<file path="src/rtl/v810_intc_pkg.sv">
// Shared types and register map for the V810 interrupt controller.
package v810_intc_pkg;

    // Word offsets within the register window (decoded from A[4:2] of the CPU address)
    localparam logic [2:0] REG_PEND = 3'd0;
    localparam logic [2:0] REG_MASK = 3'd1;
    localparam logic [2:0] REG_MODE = 3'd2;
    localparam logic [2:0] REG_STAT = 3'd3;
    localparam logic [2:0] REG_SWI  = 3'd4;

    typedef enum logic [1:0] {
        IDLE  = 2'd0,
        WAIT  = 2'd1,
        READY = 2'd2
    } bus_state_t;

    typedef logic [15:0] irq_vec_t;

endpackage

</file>
<file path="src/rtl/v810_intc_prienc.sv">
// 16-to-4 priority encoder: index of the highest set bit plus an any-set flag.
module v810_intc_prienc
    import v810_intc_pkg::*;
(
    input  logic [15:0] vec,
    output logic [3:0]  lvl,
    output logic        any
);

    // Scan upward so the highest set index wins
    always_comb begin
        lvl = 4'd0;
        any = 1'b0;
        for (int i = 0; i < 16; i++) begin
            if (vec[i]) begin
                lvl = 4'(i);
                any = 1'b1;
            end
        end
    end

endmodule

</file>
<file path="src/rtl/v810_intc.sv">
// V810 interrupt controller: bus responder with wait states, pending/mask/mode
// registers, registered INT/INTVn priority output and a stretched NMIn pulse.
module v810_intc #(
    parameter int WAIT      = 1,
    parameter int NMI_PULSE = 2
) (
    input  logic        CLK,
    input  logic        RES,
    input  logic        CE,
    input  logic        CS,
    input  logic [4:0]  A,
    input  logic [31:0] D_I,
    output logic [31:0] D_O,
    input  logic [3:0]  BEn,
    input  logic        MRQn,
    input  logic        RW,
    input  logic        BCYSTn,
    output logic        READYn,
    output logic        SZRQn,
    input  logic [15:0] IRQ,
    input  logic        NMI_SRC,
    output logic        INT,
    output logic [3:0]  INTVn,
    output logic        NMIn
);
    import v810_intc_pkg::*;

    // The WAIT parameter shadows the state name, so the state is referenced by package scope
    localparam logic [2:0] WAIT_LOAD = 3'(WAIT);
    localparam logic [3:0] NMI_LOAD  = 4'(NMI_PULSE);

    bus_state_t  state, state_nx;
    logic [2:0]  cnt, cnt_nx;
    logic        latch;
    logic        start;
    logic [2:0]  a_q;
    logic        rw_q;
    logic [1:0]  be_q;

    irq_vec_t    pend, mask, mode, irq_prev;
    irq_vec_t    wmask, wdata, pend_clr, pend_swi, eff;
    logic        wr_commit;
    logic [3:0]  lvl;
    logic        any;
    logic        int_q;
    logic [3:0]  intvn_q;
    logic [3:0]  nmi_cnt;
    logic        nmi_prev;
    logic [15:0] rdata;
    logic        unused_bits;

    // Registers are 16 bits wide, so upper data lanes and A[6:5] are don't-care
    assign unused_bits = ^{D_I[31:16], A[4:3], BEn[3:2]};

    assign start = ~BCYSTn & ~MRQn & CS;

    // Bus responder next state: a start is accepted from IDLE or from READY (back-to-back)
    always_comb begin
        state_nx = state;
        cnt_nx   = cnt;
        latch    = 1'b0;
        case (state)
            IDLE, READY: begin
                state_nx = IDLE;
                if (start) begin
                    latch = 1'b1;
                    if (WAIT == 0) begin
                        state_nx = READY;
                    end else begin
                        state_nx = v810_intc_pkg::WAIT;
                        cnt_nx   = WAIT_LOAD;
                    end
                end
            end
            v810_intc_pkg::WAIT: begin
                cnt_nx = cnt - 3'd1;
                if (cnt == 3'd1) state_nx = READY;
            end
            default: state_nx = IDLE;
        endcase
    end

    // Bus state register and the address/direction/byte-enable latch
    always_ff @(posedge CLK) begin
        if (RES) begin
            state <= IDLE;
            cnt   <= 3'd0;
            a_q   <= 3'd0;
            rw_q  <= 1'b1;
            be_q  <= 2'b11;
        end else if (CE) begin
            state <= state_nx;
            cnt   <= cnt_nx;
            if (latch) begin
                a_q  <= A[2:0];
                rw_q <= RW;
                be_q <= BEn[1:0];
            end
        end
    end

    // Read mux; offsets 5-7 and SWI read as zero
    always_comb begin
        rdata = 16'h0000;
        case (a_q)
            REG_PEND: rdata = pend;
            REG_MASK: rdata = mask;
            REG_MODE: rdata = mode;
            REG_STAT: rdata = {10'h000, (nmi_cnt != 4'd0), int_q, ~intvn_q};
            default:  rdata = 16'h0000;
        endcase
    end

    assign READYn = (state != READY);
    assign SZRQn  = 1'b1;
    assign D_O    = (state == READY && rw_q) ? {16'h0000, rdata} : 32'h0000_0000;

    // A write takes effect at the end of the READY cycle, restricted to enabled bytes
    assign wr_commit = (state == READY) & ~rw_q;
    assign wmask     = {{8{~be_q[1]}}, {8{~be_q[0]}}};
    assign wdata     = D_I[15:0] & wmask;
    assign pend_clr  = (wr_commit && a_q == REG_PEND) ? wdata : '0;
    assign pend_swi  = (wr_commit && a_q == REG_SWI)  ? wdata : '0;
    assign eff       = pend & mask;

    // Pending/mask/mode registers; in edge mode a new edge or SWI beats a same-cycle clear
    always_ff @(posedge CLK) begin
        if (RES) begin
            pend     <= '0;
            mask     <= '0;
            mode     <= '0;
            irq_prev <= '0;
        end else if (CE) begin
            irq_prev <= IRQ;
            pend     <= (~mode & IRQ)
                      | (mode & ((pend & ~pend_clr) | (IRQ & ~irq_prev) | pend_swi));
            if (wr_commit && a_q == REG_MASK) mask <= (mask & ~wmask) | wdata;
            if (wr_commit && a_q == REG_MODE) mode <= (mode & ~wmask) | wdata;
        end
    end

    v810_intc_prienc u_prienc (
        .vec (eff),
        .lvl (lvl),
        .any (any)
    );

    // Registered CPU interrupt level; INTVn is all-ones when nothing is enabled and pending
    always_ff @(posedge CLK) begin
        if (RES) begin
            int_q   <= 1'b0;
            intvn_q <= 4'hF;
        end else if (CE) begin
            int_q   <= any;
            intvn_q <= ~lvl;
        end
    end

    // NMI pulse stretcher; a fresh edge reloads the counter so NMIn stays low continuously
    always_ff @(posedge CLK) begin
        if (RES) begin
            nmi_cnt  <= 4'd0;
            nmi_prev <= 1'b0;
        end else if (CE) begin
            nmi_prev <= NMI_SRC;
            if (NMI_SRC && !nmi_prev) nmi_cnt <= NMI_LOAD;
            else if (nmi_cnt != 4'd0) nmi_cnt <= nmi_cnt - 4'd1;
        end
    end

    assign INT   = int_q;
    assign INTVn = intvn_q;
    assign NMIn  = (nmi_cnt == 4'd0);

endmodule
</file>
<file path="config.mk">
export PLATFORM = sky130hd
export DESIGN_NAME = v810_intc
export DESIGN_NICKNAME = d
export VERILOG_FILES = /design/src/rtl/v810_intc_pkg.sv /design/src/rtl/v810_intc_prienc.sv /design/src/rtl/v810_intc.sv
export SDC_FILE = /design/constraint.sdc
export NUM_CORES = 1
export LEC_CHECK = 0
export CAP_MARGIN = 0
export CELL_PAD_IN_SITES_DETAIL_PLACEMENT = 1
export CELL_PAD_IN_SITES_GLOBAL_PLACEMENT = 2
export CORE_MARGIN = 2
export CORE_UTILIZATION = 29
export CTS_CLUSTER_DIAMETER = 120
export DETAILED_ROUTE_END_ITERATION = 6
export PLACE_DENSITY_LB_ADDON = 0.1
export SLEW_MARGIN = 20
export SYNTH_ARGS = -nofsm -noshare
export SYNTH_HDL_FRONTEND = slang
export SYNTH_SLANG_ARGS = --single-unit
export TNS_END_PERCENT = 5
</file>
<file path="constraint.sdc">
create_clock -name CLK -period 2 [get_ports CLK]
set_input_delay 0.3 -clock CLK [delete_from_list [all_inputs] [get_ports CLK]]
set_output_delay 0.3 -clock CLK [all_outputs]
set_load 0.1 [all_outputs]
</file>
==> results.toml, run 1 <==
[run_status]
outcome = "finished, violations left"
violations = "setup timing"

[placed_design]
dp.cells = 803
place_area_sq_um = 5810
gp_congestion = 0.783
dpl.hpwl_um = 10200
port_buffers = 67

[cts]
numClockSinks = 85
htreeDepth = 3
clk_pin_slew_ns = 0.07
cts_root_buf = "clkbuf_16"
clock_latency_ns = 0.35
cts_inserted_buffers = 9
cts_buffer_depth = 2
tritoncts = "built"

[sta]
max_freq_ghz = 0.466
min_period_over_period = 1.07
slew_headroom = 0.585
fin_crit_ns = 2.14
setup_ws_ns = -0.144
slew_violations = 0
rsz0062_at_grt = "true"
setup_viol = 16
clock_skew_ns = 0.00833
hold_viol = 0
tns_ns = -1.97
worst_slew_pin_slew_ns = 0.623

[critical_path]
crit_family = "simple AND/OR/NAND/NOR gates"
cp_num_buf_inv = 2
startpoint_type = "flip-flop"
crit_arrival_ns = 1.84
worst_setup_path_end_kind = "primary output"
path_common_cell = "buf_12"
slowest_stage = "or3b_4"
crit_type = "reg -> out"
crit_fanout = 8
path_cells = "nand2b_4 > or3b_4 > buf_12 > nor2_4 > buf_12"
crit_required_ns = 1.70
cpPeakStageDelay_ns = 0.52

[finish]
multiInputGateArea_sq_um = 2720
utilization = 0.406
num-fill-cells = 1754
drive_gt1_frac = 0.179
nets = 696
areaGrowthSynthToFinish_pct = 36.7
design_area_sq_um = 6170
antenna_cells = 0
final_cells = 820
ff_latch_area_sq_um = 1710

[detailed_routing]
vias = 4266
routed-wl-met2_um = 6910
dr.max_layer_used = "met4"
wl_per_cell_um = 17.9
dr_wl_met3_um = 586
firstDrtPassIters = 4
drc = 0
met1Wirelength_um = 6990
ant_nets = 0
drt-total-wl_um = 14700
drt_iter0_drc = 161
viasPerCell = 5.20

[synthesis]
yosys_warnings = 0
ys_ff_latch = 85
synth_cell_type_count = 57
synth.area.top_cells = "dfxtp_1 (38%), mux2i_1 (12%), nor2_1 (6.4%)"
synth.top_cell.area_share = 0.377
async_reset_ff_frac = 0
synth_edf_count = 0
synth_top_cells_by_count = "dfxtp_1 (85), nor2_1 (77), nand2_1 (64)"
ys.flop_type = "dfxtp_1"
synth_area_sq_um = 4520
avgSynthCellArea_sq_um = 8.11
yosys.area.top_type = "dfxtp_1"
yosysMostFrequentCell = "dfxtp_1"
syn_inst = 557
ys_seq_area_frac = 0.377

[run]
cap_violations = 0

[grt]
grt_overflow = 0
grt_pass1_vias = 4424
track_usage = 0.185
grt_max_degree = 35
antenna_found_initial = 0
grt_pass1_wl_um = 23700

[power_and_ir_drop]
leakage_uw = 0.00241
combPwrFrac = 0.166
vdd_drop_max_mv = 0.415
totalPowerFinal_uw = 4220
p_sw_frac = 0.287
p_seq_frac = 0.428
power.switching_uw = 1210
p_clk_frac = 0.405
powerDensity_nw_per_um2 = 684
p_int_uw = 3010

[die]
start_util = 0.297
core_area_sq_um = 15200
rows = 45
io_pins = 105
die-area_sq_um = 16600
die_w_um = 129
dieHeight_um = 129

[worst_hold_path]
hp-class = "in -> reg"
## metrics by stage
| step | hold WS (ns) | setup slack [ns] |
|---|---|---|
| after global routing | 0.371 | -0.186 |
| after floorplan | 0.444 | -0.485 |
| final | 0.364 | -0.144 |
| after detailed placement | 0.487 | 0.0749 |
| after CTS | 0.356 | -0.175 |
| after global placement | 0.474 | 0.0935 |
## power by group through the flow
stage | Clock, uW | Sequential [uW] | Combinational [uW]
after global routing | 1830 | 1820 | 753
final | 1710 | 1810 | 703
after floorplan | 0 | 1860 | 448
after CTS | 1770 | 1810 | 700
after detailed placement | 0 | 1850 | 695
after global placement | 0 | 1840 | 685
## area by class of cell
type / count / area share
multi-input cells: 419 / 0.440
flip-flops and latches: 85 / 0.276
repair buffers: 99 / 0.189
clock buffers: 15 / 0.0482
well taps: 188 / 0.0381
inverters: 14 / 0.00851
## placed cells by master (no fill, tap or decap), drive strengths merged, types with 2 or more instances in the layout
master	Yosys	layout
a211o	4	4
nand2	65	65
o21ai	24	24
o211ai	2	2
ha	3	3
a311oi	8	8
a21boi	2	2
a211oi	17	17
nand3b	2	2
and3b	2	2
nor2b	5	5
or3	7	7
conb	2	17
clkbuf	22	15
nor3	3	3
inv	14	14
buf	32	57
nor2	77	77
and4	8	8
mux2i	54	54
a31oi	12	12
nor3b	2	2
nor4b	3	3
dfxtp	85	85
a22oi	5	5
clkdlybuf4s50	0	42
a21oi	41	41
and3	5	5
nand3	32	32
## worst reg2reg max path: stages (launching register included)
cell,delay (ns)
dfxtp_1,0.38
buf_4,0.17
nor4b_4,0.25
buf_4,0.23
nand3_2,0.29
mux2i_1,0.27
nor2_1,0.06
## layer usage
metal,track usage,up-vias
li1,-,2084
met1,0.245,2093
met2,0.308,75
met3,0.0291,14
met4,0.0607,0
met5,0,-
## kinds of logic after synthesis
| group | count (synthesis) | synth area share |
|---|---|---|
| AO/OA/AOI/OAI | 124 | 0.173 |
| flip-flops | 85 | 0.377 |
| multiplexers | 55 | 0.125 |
| XOR/XNOR | 1 | 0.00194 |
| adder cells (fa/ha/maj) | 3 | 0.00831 |
| other | 2 | 0.00166 |
| buffers and inverters | 68 | 0.0781 |
| AND/OR/NAND/NOR | 219 | 0.236 |
## what timing repair did
item                       in CTS  in global routing
pin swaps                       4                  4
setup endpoints to repair      16                 17
gates resized for setup         7                  6
hold buffers                    0                  0
buffers inserted                1                  1
## path summary, 6_finish.rpt
path / to / slack [ns] / from / cells after the start
worst max-delay path: D_O[7] / -0.14 / state[1] / 5
worst min-delay path: INT / 0.36 / CE / 3
worst max register to register: flip-flop / 0.23 / state[1] / 6
worst min register to register: flip-flop / 0.49 / flip-flop / 2
(Power assumes the default switching activity.)
==> run 2: changes to the inputs <==
Settings changed: CTS_CLUSTER_DIAMETER 120 to 30.
==> results of run 2 <==
The final DEF is identical to that of run 1; final timing and power are the same.
==> run 3: changes to the inputs <==
Settings changed: SETUP_SLACK_MARGIN set to 0.2.
==> run 3 against run 2 <==
  * The run still ends with setup timing left
  * Maximum frequency up 0.26%
  * Routed wire length up 0.29%
  * Non-clock buffer count down 1
  * Total power up 0.22%
  * Sequential power about the same
  * Global-route usage about the same
  * Core utilization up 0.14 points
  * Highest routed layer unchanged
  * Clock skew down 0.0018 ns
  * First-iteration DRC count up 9.9%
  * Clock power about the same
  * Combinational power about the same
  * Clock-buffer cell count unchanged
==> results.toml, run 3 (same netlist as run 1, synthesis figures left out) <==
[run_status]
outcome = "finished, violations left"
violations = "setup timing"

[power_and_ir_drop]
powerDensity_nw_per_um2 = 683
combPwrFrac = 0.167
p_clk_frac = 0.405
power.switching_uw = 1220
p_seq_frac = 0.428
vdd_drop_max_mv = 0.417
p_int_uw = 3010
p_sw_frac = 0.288
leakage_uw = 0.00241

[cts]
tritoncts = "built"
cts_inserted_buffers = 9
cts_root_buf = "clkbuf_16"
clk_pin_slew_ns = 0.07
numClockSinks = 85
clock_latency_ns = 0.35
htreeDepth = 3
ctsHoldBuffers = 0
cts_buffer_depth = 2

[finish]
final_common_cell = "dfxtp_1"
most-common-layout-cells = "dfxtp_1 (81), nor2_1 (67), nand2_1 (62)"
antenna_cells = 0
nets = 695
final_cells = 819
drive_gt1_frac = 0.182
design_area_sq_um = 6200
areaGrowthSynthToFinish_pct = 37.1

[sta]
max_freq_ghz = 0.468
slew_headroom = 0.579
slew_violations = 0
hold_viol = 0
rsz0062_at_grt = "true"
worst_slew_pin_slew_ns = 0.631
setup_ws_ns = -0.139
min_period_over_period = 1.07
setup_viol = 16
fin_crit_ns = 2.14
clock_skew_ns = 0.00651

[detailed_routing]
drt-total-wl_um = 14700
firstDrtPassIters = 4
viasPerCell = 5.19
wl_per_cell_um = 18.0
drt_iter0_drc = 177
drc = 0
vias = 4254
ant_nets = 0

[grt]
antenna_found_initial = 0
grt_pass1_vias = 4427
grt_max_degree = 35
track_usage = 0.185
grt_overflow = 0
grt_pass1_wl_um = 23800

[critical_path]
r2r_cells = 6
cpPeakStageDelay_ns = 0.52
crit_type = "reg -> out"
worstReg2RegEnd = "pend[7]"
startpoint_type = "flip-flop"
crit_required_ns = 1.70
path_cells = "nand2b_4 > or3b_4 > buf_12 > nor2_4 > buf_12"
cp_num_buf_inv = 2
path_common_cell = "buf_12"
critPathCapture = "D_O[7]"
crit_fanout = 8
crit_arrival_ns = 1.84
cp_num_cells = 5
worst_setup_path_end_kind = "primary output"
r2r_slack_ns = 0.31
startpoint = "state[0]"
timing.rr.start = "state[1]"
crit_family = "simple AND/OR/NAND/NOR gates"
slowest_stage = "or3b_4"

[placed_design]
gp_congestion = 0.783
dpl.hpwl_um = 10200
place_area_sq_um = 5810
port_buffers = 67
dp.cells = 803

[worst_hold_path]
hp-class = "in -> reg"
hold_depth = 3

[die]
start_util = 0.297
die-area_sq_um = 16600
io_pins = 105
rows = 45
core_area_sq_um = 15200
dieHeight_um = 129
die_w_um = 129

[run]
cap_violations = 0
## run 3: changes by cell type in the layout (fill, tap and decap cells not counted), sizes merged
cell	before	now
buf	57	56
## run 3: power by group through the flow
stage	combinational [uW]	sequential, uW	clock, uW
floorplan	448	1860	0
global placement	685	1840	0
detailed placement	695	1850	0
CTS	709	1810	1770
global route	756	1820	1830
finish	706	1810	1710
## run 3: timing repair
item | in CTS | in global routing
endpoints found under the setup margin | 17 | 34
gates resized for setup | 12 | 9
buffers inserted | 1 | 0
pin swaps | 5 | 4
## run 3: worst min path at each step
stage / from / to / slack (ns)
floorplan: D_I[0] / flip-flop / 0.44
global placement: irq_prev[0] / irq_prev[0] / 0.47
detailed placement: irq_prev[1] / irq_prev[1] / 0.49
CTS: CE / INT / 0.36
global route: CE / INT / 0.37
finish: CE / INT / 0.36
## run 3: metal layers
metal	vias to the layer above	global-route usage	part of all wire
met1	2098	0.245	0.49
met5	-	0	0
met3	13	0.0291	0.028
met2	63	0.309	0.47
li1	2080	-	-
met4	0	0.0607	0.014
## run 3: cell type report
type	count	area [sq um]
Clock buffer	15	298
Fill cell	1750	9010
Inverter	14	55.1
Multi-Input combinational cell	419	2740
Sequential cell	85	1710
Tap cell	188	235
Timing Repair Buffer	98	1160
## run 3: stage by stage
stage | hold slack [ns] | setup slack (ns) | TNS (ns) | util | total power (uW)
2_1_floorplan | 0.444 | -0.485 | -6.71 | - | 2310
3_5_place_dp | 0.487 | 0.0749 | 0 | 0.382 | 2540
3_3_place_gp | 0.474 | 0.0935 | 0 | 0.382 | 2530
6_report | 0.360 | -0.139 | -1.94 | 0.408 | 4230
4_1_cts | 0.356 | -0.175 | -2.52 | 0.406 | 4290
5_1_grt | 0.371 | -0.186 | -2.67 | 0.408 | 4410
## run 3: worst register-to-register path, delay by kind of cell, from the launching register on
kind | cells | cell delay, ns
DFF | 1 | 0.38
and+or+nand+nor | 2 | 0.47
AOI/OAI and AO/OA | 2 | 0.34
buffers and inverters | 2 | 0.41
